**src/rtl/video_pkg.sv**
```systemverilog
// Shared constants and decode state encoding for the video_rx SPI display receiver.
package video_pkg;

    localparam logic [7:0] CMD_COL_ADDR  = 8'h21;
    localparam logic [7:0] CMD_PAGE_ADDR = 8'h22;

    localparam int COLS_DEFAULT  = 128;
    localparam int PAGES_DEFAULT = 8;

    typedef enum logic [2:0] {
        ST_IDLE    = 3'd0,
        ST_COL_LO  = 3'd1,
        ST_COL_HI  = 3'd2,
        ST_PAGE_LO = 3'd3,
        ST_PAGE_HI = 3'd4
    } state_e;

endpackage

```
**src/rtl/video_rx_shift.sv**
```systemverilog
// SPI-side synchronisers, sclk rising-edge detect and MSB-first byte shifter.
module video_rx_shift
    import video_pkg::*;
#(
    parameter int SYNC_STAGES = 2
) (
    input  logic       clk,
    input  logic       rst_n,
    input  logic       srst_i,
    input  logic       cs_i,
    input  logic       dc_i,
    input  logic       sclk_i,
    input  logic       mosi_i,
    output logic       byte_valid_o,
    output logic [7:0] byte_data_o,
    output logic       byte_dc_o
);

    // One synchroniser chain per stage, carrying {cs, dc, sclk, mosi} side by side
    logic [SYNC_STAGES-1:0][3:0] sync_q;
    logic cs_s, dc_s, sclk_s, mosi_s;
    assign {cs_s, dc_s, sclk_s, mosi_s} = sync_q[SYNC_STAGES-1];

    logic       sclk_prev_q, sclk_prev_d;
    logic [7:0] shreg_q, shreg_d;
    logic [2:0] cnt_q, cnt_d;
    logic       bv_q, bv_d;
    logic [7:0] bdata_q, bdata_d;
    logic       bdc_q, bdc_d;
    logic       rise;

    assign rise = sclk_s & ~sclk_prev_q & ~cs_s;

    always_comb begin
        sclk_prev_d = sclk_s;
        shreg_d     = shreg_q;
        cnt_d       = cnt_q;
        bv_d        = 1'b0;
        bdata_d     = bdata_q;
        bdc_d       = bdc_q;
        if (cs_s) begin
            cnt_d = 3'd0;
        end else if (rise) begin
            shreg_d = {shreg_q[6:0], mosi_s};
            if (cnt_q == 3'd7) begin
                bv_d    = 1'b1;
                bdata_d = {shreg_q[6:0], mosi_s};
                bdc_d   = dc_s;
                cnt_d   = 3'd0;
            end else begin
                cnt_d = cnt_q + 3'd1;
            end
        end
        if (srst_i) begin
            sclk_prev_d = 1'b0;
            shreg_d     = '0;
            cnt_d       = '0;
            bv_d        = 1'b0;
            bdata_d     = '0;
            bdc_d       = 1'b0;
        end
    end

    always_ff @(posedge clk or negedge rst_n) begin
        if (!rst_n) begin
            sync_q      <= '0;
            sclk_prev_q <= 1'b0;
            shreg_q     <= '0;
            cnt_q       <= '0;
            bv_q        <= 1'b0;
            bdata_q     <= '0;
            bdc_q       <= 1'b0;
        end else begin
            sync_q      <= srst_i ? '0 : {sync_q[SYNC_STAGES-2:0], {cs_i, dc_i, sclk_i, mosi_i}};
            sclk_prev_q <= sclk_prev_d;
            shreg_q     <= shreg_d;
            cnt_q       <= cnt_d;
            bv_q        <= bv_d;
            bdata_q     <= bdata_d;
            bdc_q       <= bdc_d;
        end
    end

    assign byte_valid_o = bv_q;
    assign byte_data_o  = bdata_q;
    assign byte_dc_o    = bdc_q;

endmodule

```
**src/rtl/video_rx.sv**
```systemverilog
// SPI display-panel receiver: byte capture plus column/page address decode into framebuffer writes.
// Address decode and fb_*/frame_done are compiled in only with VIDEO_RX_ADDR_DECODE_EN defined.
module video_rx
    import video_pkg::*;
#(
    parameter int SYNC_STAGES = 2,
    parameter int COLS        = COLS_DEFAULT,
    parameter int PAGES       = PAGES_DEFAULT
) (
    input  logic                            clk,
    input  logic                            rst_n,
    input  logic                            video_rst,
    input  logic                            video_cs,
    input  logic                            video_dc,
    input  logic                            video_sclk,
    input  logic                            video_mosi,
    output logic                            byte_valid,
    output logic [7:0]                      byte_data,
    output logic                            byte_dc,
    output logic                            fb_we,
    output logic [$clog2(COLS*PAGES)-1:0]   fb_addr,
    output logic [7:0]                      fb_data,
    output logic                            frame_done
);

    localparam int AW = $clog2(COLS*PAGES);

    logic [SYNC_STAGES-1:0] vrst_q;
    logic                   srst;
    logic                   bv_raw;

    assign srst = ~vrst_q[SYNC_STAGES-1];

    always_ff @(posedge clk or negedge rst_n) begin
        if (!rst_n) vrst_q <= '0;
        else        vrst_q <= {vrst_q[SYNC_STAGES-2:0], video_rst};
    end

    video_rx_shift #(.SYNC_STAGES(SYNC_STAGES)) u_shift (
        .clk         (clk),
        .rst_n       (rst_n),
        .srst_i      (srst),
        .cs_i        (video_cs),
        .dc_i        (video_dc),
        .sclk_i      (video_sclk),
        .mosi_i      (video_mosi),
        .byte_valid_o(bv_raw),
        .byte_data_o (byte_data),
        .byte_dc_o   (byte_dc)
    );

    assign byte_valid = bv_raw & ~srst;

`ifdef VIDEO_RX_ADDR_DECODE_EN
    localparam int CW = $clog2(COLS);
    localparam int PW = $clog2(PAGES);

    state_e        state_q, state_d;
    logic [CW-1:0] col_q, col_d, col_start_q, col_start_d, col_end_q, col_end_d;
    logic [PW-1:0] page_q, page_d, page_start_q, page_start_d, page_end_q, page_end_d;
    logic          is_cmd, is_data, col_wrap, page_wrap;

    assign is_cmd    = byte_valid & ~byte_dc;
    assign is_data   = byte_valid & byte_dc;
    assign col_wrap  = (col_q == col_end_q);
    assign page_wrap = (page_q == page_end_q);

    always_comb begin
        state_d      = state_q;
        col_d        = col_q;
        col_start_d  = col_start_q;
        col_end_d    = col_end_q;
        page_d       = page_q;
        page_start_d = page_start_q;
        page_end_d   = page_end_q;
        if (is_cmd) begin
            case (state_q)
                ST_IDLE: begin
                    if (byte_data == CMD_COL_ADDR)       state_d = ST_COL_LO;
                    else if (byte_data == CMD_PAGE_ADDR) state_d = ST_PAGE_LO;
                end
                ST_COL_LO: begin
                    col_start_d = byte_data[CW-1:0];
                    col_d       = byte_data[CW-1:0];
                    state_d     = ST_COL_HI;
                end
                ST_COL_HI: begin
                    col_end_d = byte_data[CW-1:0];
                    state_d   = ST_IDLE;
                end
                ST_PAGE_LO: begin
                    page_start_d = byte_data[PW-1:0];
                    page_d       = byte_data[PW-1:0];
                    state_d      = ST_PAGE_HI;
                end
                ST_PAGE_HI: begin
                    page_end_d = byte_data[PW-1:0];
                    state_d    = ST_IDLE;
                end
                default: state_d = ST_IDLE;
            endcase
        end else if (is_data) begin
            // Data mid-argument abandons the range update; fields already stored are kept
            state_d = ST_IDLE;
            if (col_wrap) begin
                col_d = col_start_q;
                if (page_wrap)                          page_d = page_start_q;
                else if (page_q == PW'(PAGES-1))        page_d = '0;
                else                                    page_d = page_q + 1'b1;
            end else if (col_q == CW'(COLS-1)) begin
                col_d = '0;
            end else begin
                col_d = col_q + 1'b1;
            end
        end
        if (srst) begin
            state_d      = ST_IDLE;
            col_d        = '0;
            col_start_d  = '0;
            col_end_d    = CW'(COLS-1);
            page_d       = '0;
            page_start_d = '0;
            page_end_d   = PW'(PAGES-1);
        end
    end

    always_ff @(posedge clk or negedge rst_n) begin
        if (!rst_n) begin
            state_q      <= ST_IDLE;
            col_q        <= '0;
            col_start_q  <= '0;
            col_end_q    <= CW'(COLS-1);
            page_q       <= '0;
            page_start_q <= '0;
            page_end_q   <= PW'(PAGES-1);
        end else begin
            state_q      <= state_d;
            col_q        <= col_d;
            col_start_q  <= col_start_d;
            col_end_q    <= col_end_d;
            page_q       <= page_d;
            page_start_q <= page_start_d;
            page_end_q   <= page_end_d;
        end
    end

    assign fb_we      = is_data;
    assign fb_addr    = AW'(int'(page_q) * COLS + int'(col_q));
    assign fb_data    = byte_data;
    assign frame_done = is_data & col_wrap & page_wrap;
`else
    assign fb_we      = 1'b0;
    assign fb_addr    = '0;
    assign fb_data    = '0;
    assign frame_done = 1'b0;
`endif

endmodule

```
**config.mk**
```make
export PLATFORM = sky130hd
export DESIGN_NAME = video_rx
export DESIGN_NICKNAME = d
export VERILOG_FILES = /design/src/rtl/video_pkg.sv /design/src/rtl/video_rx_shift.sv /design/src/rtl/video_rx.sv
export SDC_FILE = /design/constraint.sdc
export NUM_CORES = 1
export LEC_CHECK = 0
export ABC_CLOCK_PERIOD_IN_PS = 2100
export CORE_ASPECT_RATIO = 1.4
export CORE_MARGIN = 1.5
export CORE_UTILIZATION = 49
export CTS_BUF_LIST = sky130_fd_sc_hd__clkbuf_4
export CTS_CLUSTER_SIZE = 28
export DETAILED_ROUTE_END_ITERATION = 8
export HOLD_SLACK_MARGIN = 0.12
export PLACE_DENSITY = 0.81
export SYNTH_ARGS = -nofsm -noshare
export SYNTH_HDL_FRONTEND = slang
export SYNTH_HIERARCHICAL = 1
export SYNTH_SLANG_ARGS = --single-unit
```
**constraint.sdc**
```tcl
create_clock -name clk -period 2.1 [get_ports clk]
set_clock_uncertainty 0.1 [all_clocks]
set_input_delay 0.315 -clock clk [delete_from_list [all_inputs] [get_ports clk]]
set_output_delay 0.315 -clock clk [all_outputs]
set_load 0.05 [all_outputs]
```
### After elaboration in Yosys (flattened, before gate mapping)

Cells that the tools add are included.

| operators by class | value |
|---|---|
| bitwise gates (word level) | 5 |
| eq/ne operators | 5 |
| reduce and logical (&&, ||, !) cells | 2 |
| $add $sub $neg | 1 |
| muxes and demuxes | 21 |

Operators with widths:

| operator | number |
|---|---|
| 2-to-1 mux 8 bit | 5 |
| 2-to-1 mux 7 bit | 3 |
| 2-to-1 mux 3 bit | 4 |
| 2-to-1 mux 1 bit | 9 |
| inequality test 2 x 1 -> 1 bit, second input constant | 2 |
| adder 3 x 1 -> 3 bit, second input constant | 1 |
| AND 1 bit | 3 |
| == test 3 bit, second input constant | 1 |
| inequality test 3 x 1 -> 1 bit, second input constant | 1 |
| AND reduction 3 bit | 1 |
| inequality test 2 bit, second input constant | 1 |
| NOT 1 bit | 2 |
| AND reduction 2 bit | 1 |

| storage, ports and cells | value |
|---|---|
| input port bits | 7 |
| register bits after elaboration | 31 |
| output and inout bits | 30 |
| word-level logic and storage cells | 43 |

### Longest topological paths before layout

Gate-level depths: netlist of run 1.

| logic depth | value |
|---|---|
| depth in word-level cells | 6 |
| gate-level depth with buffers | 6 |
| depth with buffers taken out | 5 |

### Cells and area by module

Netlist of run 1, hierarchy kept.

Modules (own cells, without submodules):

| module | area each (um^2) | cells an instance | times used |
|---|---|---|---|
| video_rx_shift | 1147.4 | 108 | 1 |
| video_rx | 214.0 | 25 | 1 |

### Worst setup path after synthesis of run 1

Ideal clock, no wire load.

| timing | value |
|---|---|
| kind | register to register |
| from | register u_shift.cnt_q[0] |
| to | register u_shift.bdata_q[7] (netlist: u_shift/byte_data_o[7]) |
| data required time | 1.863 ns |
| library setup time | 0.137 ns |
| cell stages (with the launch flop) | 7 |
| period minus slack after synthesis | 1.480 ns |
| data arrival time | 1.244 ns |
| slack | 0.620 ns |
| path through | dfrtp_1 -> ha_1 -> ha_1 -> and4bb_2 -> buf_4 -> nand2_1 -> a21oi_1 |

| on the way | value |
|---|---|
| longest elaborated chain between the ends | 3 |

RTL lines:

| element | RTL line | RTL |
|---|---|---|
| start, declared | video_rx_shift.sv:26 | `logic [2:0] cnt_q, cnt_d;` |
| start signal, assigned | video_rx_shift.sv:77 | `cnt_q <= cnt_d;` |
| == test 3 bit | video_rx_shift.sv:45 | `if (cnt_q == 3'd7) begin` |
| inequality test 2 x 1 -> 1 bit (no source line) | -- |  |
| AND reduction 3 bit (no source line) | -- |  |
| end signal, assigned | video_rx_shift.sv:79 | `bdata_q <= bdata_d;` |
| end, declared | video_rx_shift.sv:28 | `logic [7:0] bdata_q, bdata_d;` |

No other way between the ends.
A chain may end at the register's enable or synchronous reset.

### Worst setup path in the final report of run 1

| timing | value |
|---|---|
| from | register vrst_q[1] |
| to | output port byte_valid |

| on the way | value |
|---|---|
| longest elaborated chain between the ends | 1 |

RTL lines:

| element | RTL line | RTL |
|---|---|---|
| start, declared | video_rx.sv:28 | `logic [SYNC_STAGES-1:0] vrst_q;` |
| start signal, assigned | video_rx.sv:36 | `else vrst_q <= {vrst_q[SYNC_STAGES-2:0], video_rst};` |
| AND 1 bit | video_rx.sv:52 | `assign byte_valid = bv_raw & ~srst;` |
| end, declared | video_rx.sv:17 | `output logic byte_valid,` |

No other way between the ends.

==> results of run 1 <==
worst max-delay path, cell delays in order (launching register included):
cell and delay, ns:
dfrtp_1 0.34, and2_1 0.11, clkdlybuf4s50_1 0.79
power breakdown:
group	leakage, nW	switching, mW	internal [mW]
Sequential	0.422	0.00603	0.607
Clock	0.0426	0.202	0.245
Combinational	0.253	0.105	0.0212
Total	0.718	0.312	0.873
flip-flops by register name (all words and copies together), names as in the netlist:
register              count
u_shift/mosi_s            1
u_shift/cnt_q             3
u_shift/byte_data_o       8
u_shift/byte_valid_o      1
u_shift/sync_q            4
u_shift/sclk_prev_q       1
u_shift/sclk_s            1
u_shift/byte_dc_o         1
u_shift/dc_s              1
u_shift/shreg_q           7
vrst_q                    2
u_shift/cs_s              1
layout by cell type, fill, tap and decap left out:
cell             netlist  routed
inv_1                  1       1
nor2_1                 2       2
clkinv_2               0       1
and4bb_2               1       1
or3b_1                 1       1
bufinv_16              0       1
or2b_1                 1       1
conb_1                 1      20
mux2i_1                2       2
ha_1                   2       2
buf_4                 21       2
nor3_1                 3       3
clkbuf_4               0       5
a21oi_1               17      17
clkdlybuf4s50_1        0      16
nor3b_2                1       1
dfrtp_1               31      31
nor2b_1                9       9
nand2_1               32      32
nand4bb_1              1       1
and2_1                 1       1
nor4bb_1               1       1
clkinv_1               0       1
cell type report:
class | instances | area share (%)
clock buffer | 5 | 2.42
clock inverter | 3 | 2.50
sequential | 31 | 50.1
multi-input combinational | 94 | 30.5
timing repair buffer | 18 | 11.3
inverter | 1 | 0.242
tap | 36 | 2.91
cell usage after synthesis:
master | count | share of area (%)
a21oi_1 | 17 | 6.2
and2_1 | 1 | 0.46
and4bb_2 | 1 | 0.92
buf_2 | 1 | 0.37
buf_4 | 21 | 12
clkbuf_1 | 2 | 0.55
clkbuf_2 | 2 | 0.74
conb_1 | 1 | 0.28
dfrtp_1 | 31 | 57
ha_1 | 2 | 1.8
inv_1 | 1 | 0.28
mux2i_1 | 2 | 1.5
nand2_1 | 32 | 8.8
nand4bb_1 | 1 | 0.83
nor2_1 | 2 | 0.55
nor2b_1 | 9 | 4.1
nor3_1 | 3 | 1.1
nor3b_2 | 1 | 0.92
nor4bb_1 | 1 | 0.74
or2b_1 | 1 | 0.55
or3b_1 | 1 | 0.64
routing by layer:
metal  global-route usage, %  share of wire, %  up-vias
li1                        -                 -      423
met2                    28.0                55       41
met3                    7.42               6.9        6
met4                    7.09               2.0        0
met1                    15.9                36      429
met5                       0                 0        -
how the worst max path moves through the flow:
stage	from	end	slack [ns]	cells past startpoint
4_1_cts	vrst_q[1]	byte_valid	0.09	2
6_report	vrst_q[1]	byte_valid	0.11	2
3_5_place_dp	u_shift/cnt_q[0]	u_shift/byte_data_o[0]	0.43	5
5_1_grt	vrst_q[1]	byte_valid	0.04	2
3_3_place_gp	vrst_q[1]	byte_valid	0.47	2
2_1_floorplan	u_shift/cnt_q[0]	u_shift/byte_data_o[7]	0.62	6
cells by family after synthesis:
family                   share of synthesized area (%)
adder cells (fa/ha/maj)                           1.84
other                                            0.275
multiplexers                                      1.47
flip-flops                                        57.0
AND/OR/NAND/NOR                                   19.7
AO/OA/AOI/OAI                                     6.25
buffers and inverters                             13.5
==> impl_metrics.py, run 1 <==
metrics = {
    "run_status": {
        "status": "finished clean",
    },
    "clocking": {
        "postCtsSetupRepairBufs": 0,
        "insertion_delay_ns": 0.34,
        "clock-sinks": 31,
        "h-tree-depth": 2,
        "cts_resized": 0,
        "cts-root-buf": "clkbuf_4",
        "postCtsHoldBufs": 0,
        "clock_path_buffers": 2,
        "tritoncts": "yes",
        "clk_pin_slew_ns": 0.10,
        "cts-buffers-inserted": 5,
    },
    "place": {
        "portBuffers": 16,
        "placed_cells": 180,
        "pre_cts_slack_ns": 0.429,
        "dp_hpwl_um": 1410,
        "globalplace.congestion": 0.734,
        "dpl_cell_area_um2": 1470,
    },
    "cells_and_area": {
        "drive_gt1_share_pct": 7.24,
        "stdcell_area_um2": 1550,
        "n_fill_cell": 241,
        "insertedDiodeCount": 0,
        "regArea_um2": 776,
        "fin_util_pct": 58.6,
        "final_cells": 188,
        "multi_input_area_um2": 473,
        "syn_to_final_growth_pct": 13.8,
        "nets": 160,
    },
    "logic_synthesis": {
        "syn_area_um2": 1360,
        "syn_area_per_cell_um2": 10.2,
        "yosys_warnings": 6,
        "yosysUniqueCellTypes": 21,
        "yosys_register_bits": 31,
        "synthCells": 133,
        "synth-seq-area-share_pct": 57.0,
    },
    "drt": {
        "postRouteAntennaNets": 0,
        "dr.pass1.iters": 4,
        "drc": 0,
        "drt_wl_total_um": 2050,
        "num_vias": 899,
        "wl_per_cell_um": 10.9,
        "via_per_inst": 4.78,
        "drt_first_iter_violations": 22,
    },
    "floorplanning": {
        "die_w_um": 47.5,
        "start_util_pct": 51.5,
        "rows": 22,
        "die_y_um": 65.4,
        "ios": 37,
        "core_area_um2": 2640,
        "design.die.area_um2": 3110,
    },
    "critical_path": {
        "crit_arrival_ns": 1.58,
        "startpoint_type": "flop",
        "critPathRequiredTime_ns": 1.68,
        "crit_fanout": 2,
        "r2r_slack_ns": 0.43,
        "criticalPathCategory": "reg -> out",
        "critPathCaptureType": "output port",
        "timing.rr.start": "u_shift/cnt_q[0]",
        "r2r-end": "u_shift/byte_data_o[0]",
        "r2r_cells": 5,
    },
    "timing": {
        "hold_viol": 0,
        "rsz0062_at_grt": "false",
        "maxSlewHeadroom_pct": 66.4,
        "layout_min_cycle_time_ns": 1.99,
        "finalMaxSlewViolations": 0,
        "finalSetupViolations": 0,
        "worst_slack_ns": 0.109,
        "max_freq_mhz": 502,
        "worst_pin_slew_ns": 0.503,
        "finalSetupTns_ns": 0,
        "holdWs_ns": 0.248,
        "fin_crit_sh_pct": 94.8,
    },
    "min_path": {
        "hp-class": "in -> async",
    },
    "power": {
        "total_power_mw": 1.18,
        "power_density_nw_per_um2": 765,
        "ir_drop_mv": 0.514,
        "leakage_nw": 0.718,
    },
    "global_route": {
        "grt_use_total_pct": 16.3,
        "antenna_found_initial": 0,
        "grt_max_degree": 32,
        "grt_pass1_wl_um": 3500,
        "grt-ovfl-total": 0,
        "grt_pass1_vias": 850,
    },
    "flow_run": {
        "maxCapViolCount": 0,
    },
}
No activity file was read; power rests on OpenSTA's default activity.
==> run 2, diff against run 1 <==
- ABC_CLOCK_PERIOD_IN_PS: 2100 -> 2300
- CORE_UTILIZATION: 49 -> 53
- PLACE_DENSITY: 0.81 -> 0.87
- clock period: 2.1 -> 2.3 ns (I/O delays scaled with it)
==> run 2 against run 1 <==
  * Global-route usage is 0.32 points lower
  * Sequential power is 8.6% lower
  * Largest power group unchanged
  * Highest routed layer unchanged
  * Flip-flop and latch count stayed put
  * Wire length fell by 3.2%
  * Clock-buffer cell count did not move
  * First-iteration DRC count shrank 27%
  * Combinational power shrank 9.5%
==> impl_metrics.py, run 2 (synthesis results as in run 1) <==
metrics = {
    "floorplanning": {
        "start_util_pct": 56.3,
        "core_area_um2": 2420,
        "die_w_um": 45.8,
        "rows": 21,
        "die_y_um": 63.0,
        "design.die.area_um2": 2890,
        "ios": 37,
    },
    "cells_and_area": {
        "syn_to_final_growth_pct": 10.8,
        "final_common_cell": "nand2_1",
        "nets": 159,
        "insertedDiodeCount": 0,
        "layout_common_cells": "nand2_1, dfrtp_1, conb_1",
        "largest_reg_flops": 8,
        "drive_gt1_share_pct": 6.00,
    },
    "drt": {
        "dr.pass1.iters": 6,
        "wl_per_cell_um": 10.8,
        "drt_first_iter_violations": 16,
        "postRouteAntennaNets": 0,
        "drc": 0,
        "via_per_inst": 4.65,
        "num_vias": 855,
        "drt_wl_total_um": 1990,
    },
    "global_route": {
        "grt_pass1_vias": 757,
        "grt_use_total_pct": 16.0,
        "antenna_found_initial": 0,
        "grt_pass1_wl_um": 3310,
        "grt_max_degree": 32,
        "grt-ovfl-total": 0,
    },
    "place": {
        "pre_cts_slack_ns": 0.634,
        "portBuffers": 16,
        "globalplace.congestion": 0.713,
        "dp_hpwl_um": 1420,
    },
    "timing": {
        "worst_pin_slew_ns": 0.802,
        "worst_slack_ns": 0.298,
        "hold_viol": 0,
        "fin_crit_sh_pct": 87.0,
        "rsz0062_at_grt": "false",
        "finalSetupTns_ns": 0,
        "finalMaxSlewViolations": 0,
        "max_freq_mhz": 500,
        "layout_min_cycle_time_ns": 2.00,
        "finalSetupViolations": 0,
        "maxSlewHeadroom_pct": 46.5,
    },
    "flow_run": {
        "maxCapViolCount": 0,
    },
    "clocking": {
        "postCtsSetupRepairBufs": 0,
        "insertion_delay_ns": 0.31,
        "h-tree-depth": 2,
        "cts-buffers-inserted": 5,
        "postCtsHoldBufs": 0,
        "clock_path_buffers": 2,
        "cts_resized": 0,
        "cts-root-buf": "clkbuf_4",
        "clk_pin_slew_ns": 0.08,
        "clock-sinks": 31,
        "tritoncts": "yes",
    },
    "critical_path": {
        "critPathRequiredTime_ns": 1.86,
        "crit_arrival_ns": 1.56,
        "startpoint_type": "flop",
        "crit_fanout": 2,
        "critPathCaptureType": "output port",
        "criticalPathCategory": "reg -> out",
    },
    "power": {
        "leakage_nw": 0.699,
        "ir_drop_mv": 0.396,
        "total_power_mw": 0.944,
        "power_density_nw_per_um2": 626,
    },
    "min_path": {
        "hp-class": "reg -> reg",
    },
    "run_status": {
        "status": "finished clean",
    },
}
==> run 2: cell type report <==
class	count	area [µm²]
clock buffers	5	37.5
clock inverters	2	8.76
fillers	224	908
inverters	1	3.75
multi-input cells	94	473
flip-flops and latches	31	776
well taps	34	42.5
repair buffers	17	168
==> run 2: layer usage <==
metal  track usage, %  part of all wire [%]
met5                0                     0
met4             7.14                  0.30
met3             6.94                   3.7
met2             25.9                    56
met1             17.4                    40
==> run 2: path summary, 6_finish.rpt <==
path / from / end / slack, ns / depth (start not counted)
setup / recovery: vrst_q[1] / byte_valid / 0.30 / 2
hold / removal: vrst_q[0] / vrst_q[1] / 0.26 / 0
setup reg to reg: u_shift/cnt_q[0] / u_shift/byte_data_o[0] / 0.63 / 5
hold reg to reg: vrst_q[0] / vrst_q[1] / 0.26 / 0
max in group asynchronous: rst_n / u_shift/sclk_prev_q / 1.51 / 2
min in group asynchronous: rst_n / u_shift/byte_data_o[6] / 0.32 / 2
==> run 2: critical path: stages, from the launching register on <==
cell and delay (ns):
dfrtp_1 0.34, and2_1 0.11, clkdlybuf4s50_1 0.79
==> run 2: power breakdown <==
group / switching [mW] / leakage, nW / internal, mW
registers: 0.00568 / 0.422 / 0.554
logic: 0.0955 / 0.249 / 0.0180
clock network: 0.163 / 0.0285 / 0.108
total: 0.264 / 0.699 / 0.680
==> run 2: through the flow <==
stage | area, µm² | std cells | hold WS, ns | util, %
finish | 1510 | 184 | 0.258 | 62.4
global route | 1510 | 184 | 0.266 | 62.4
CTS | 1510 | 184 | 0.264 | 62.4
global placement | 1460 | 177 | 0.238 | 60.5
floorplan | 1430 | 152 | -0.0506 | -
detailed placement | 1460 | 177 | 0.244 | 60.5
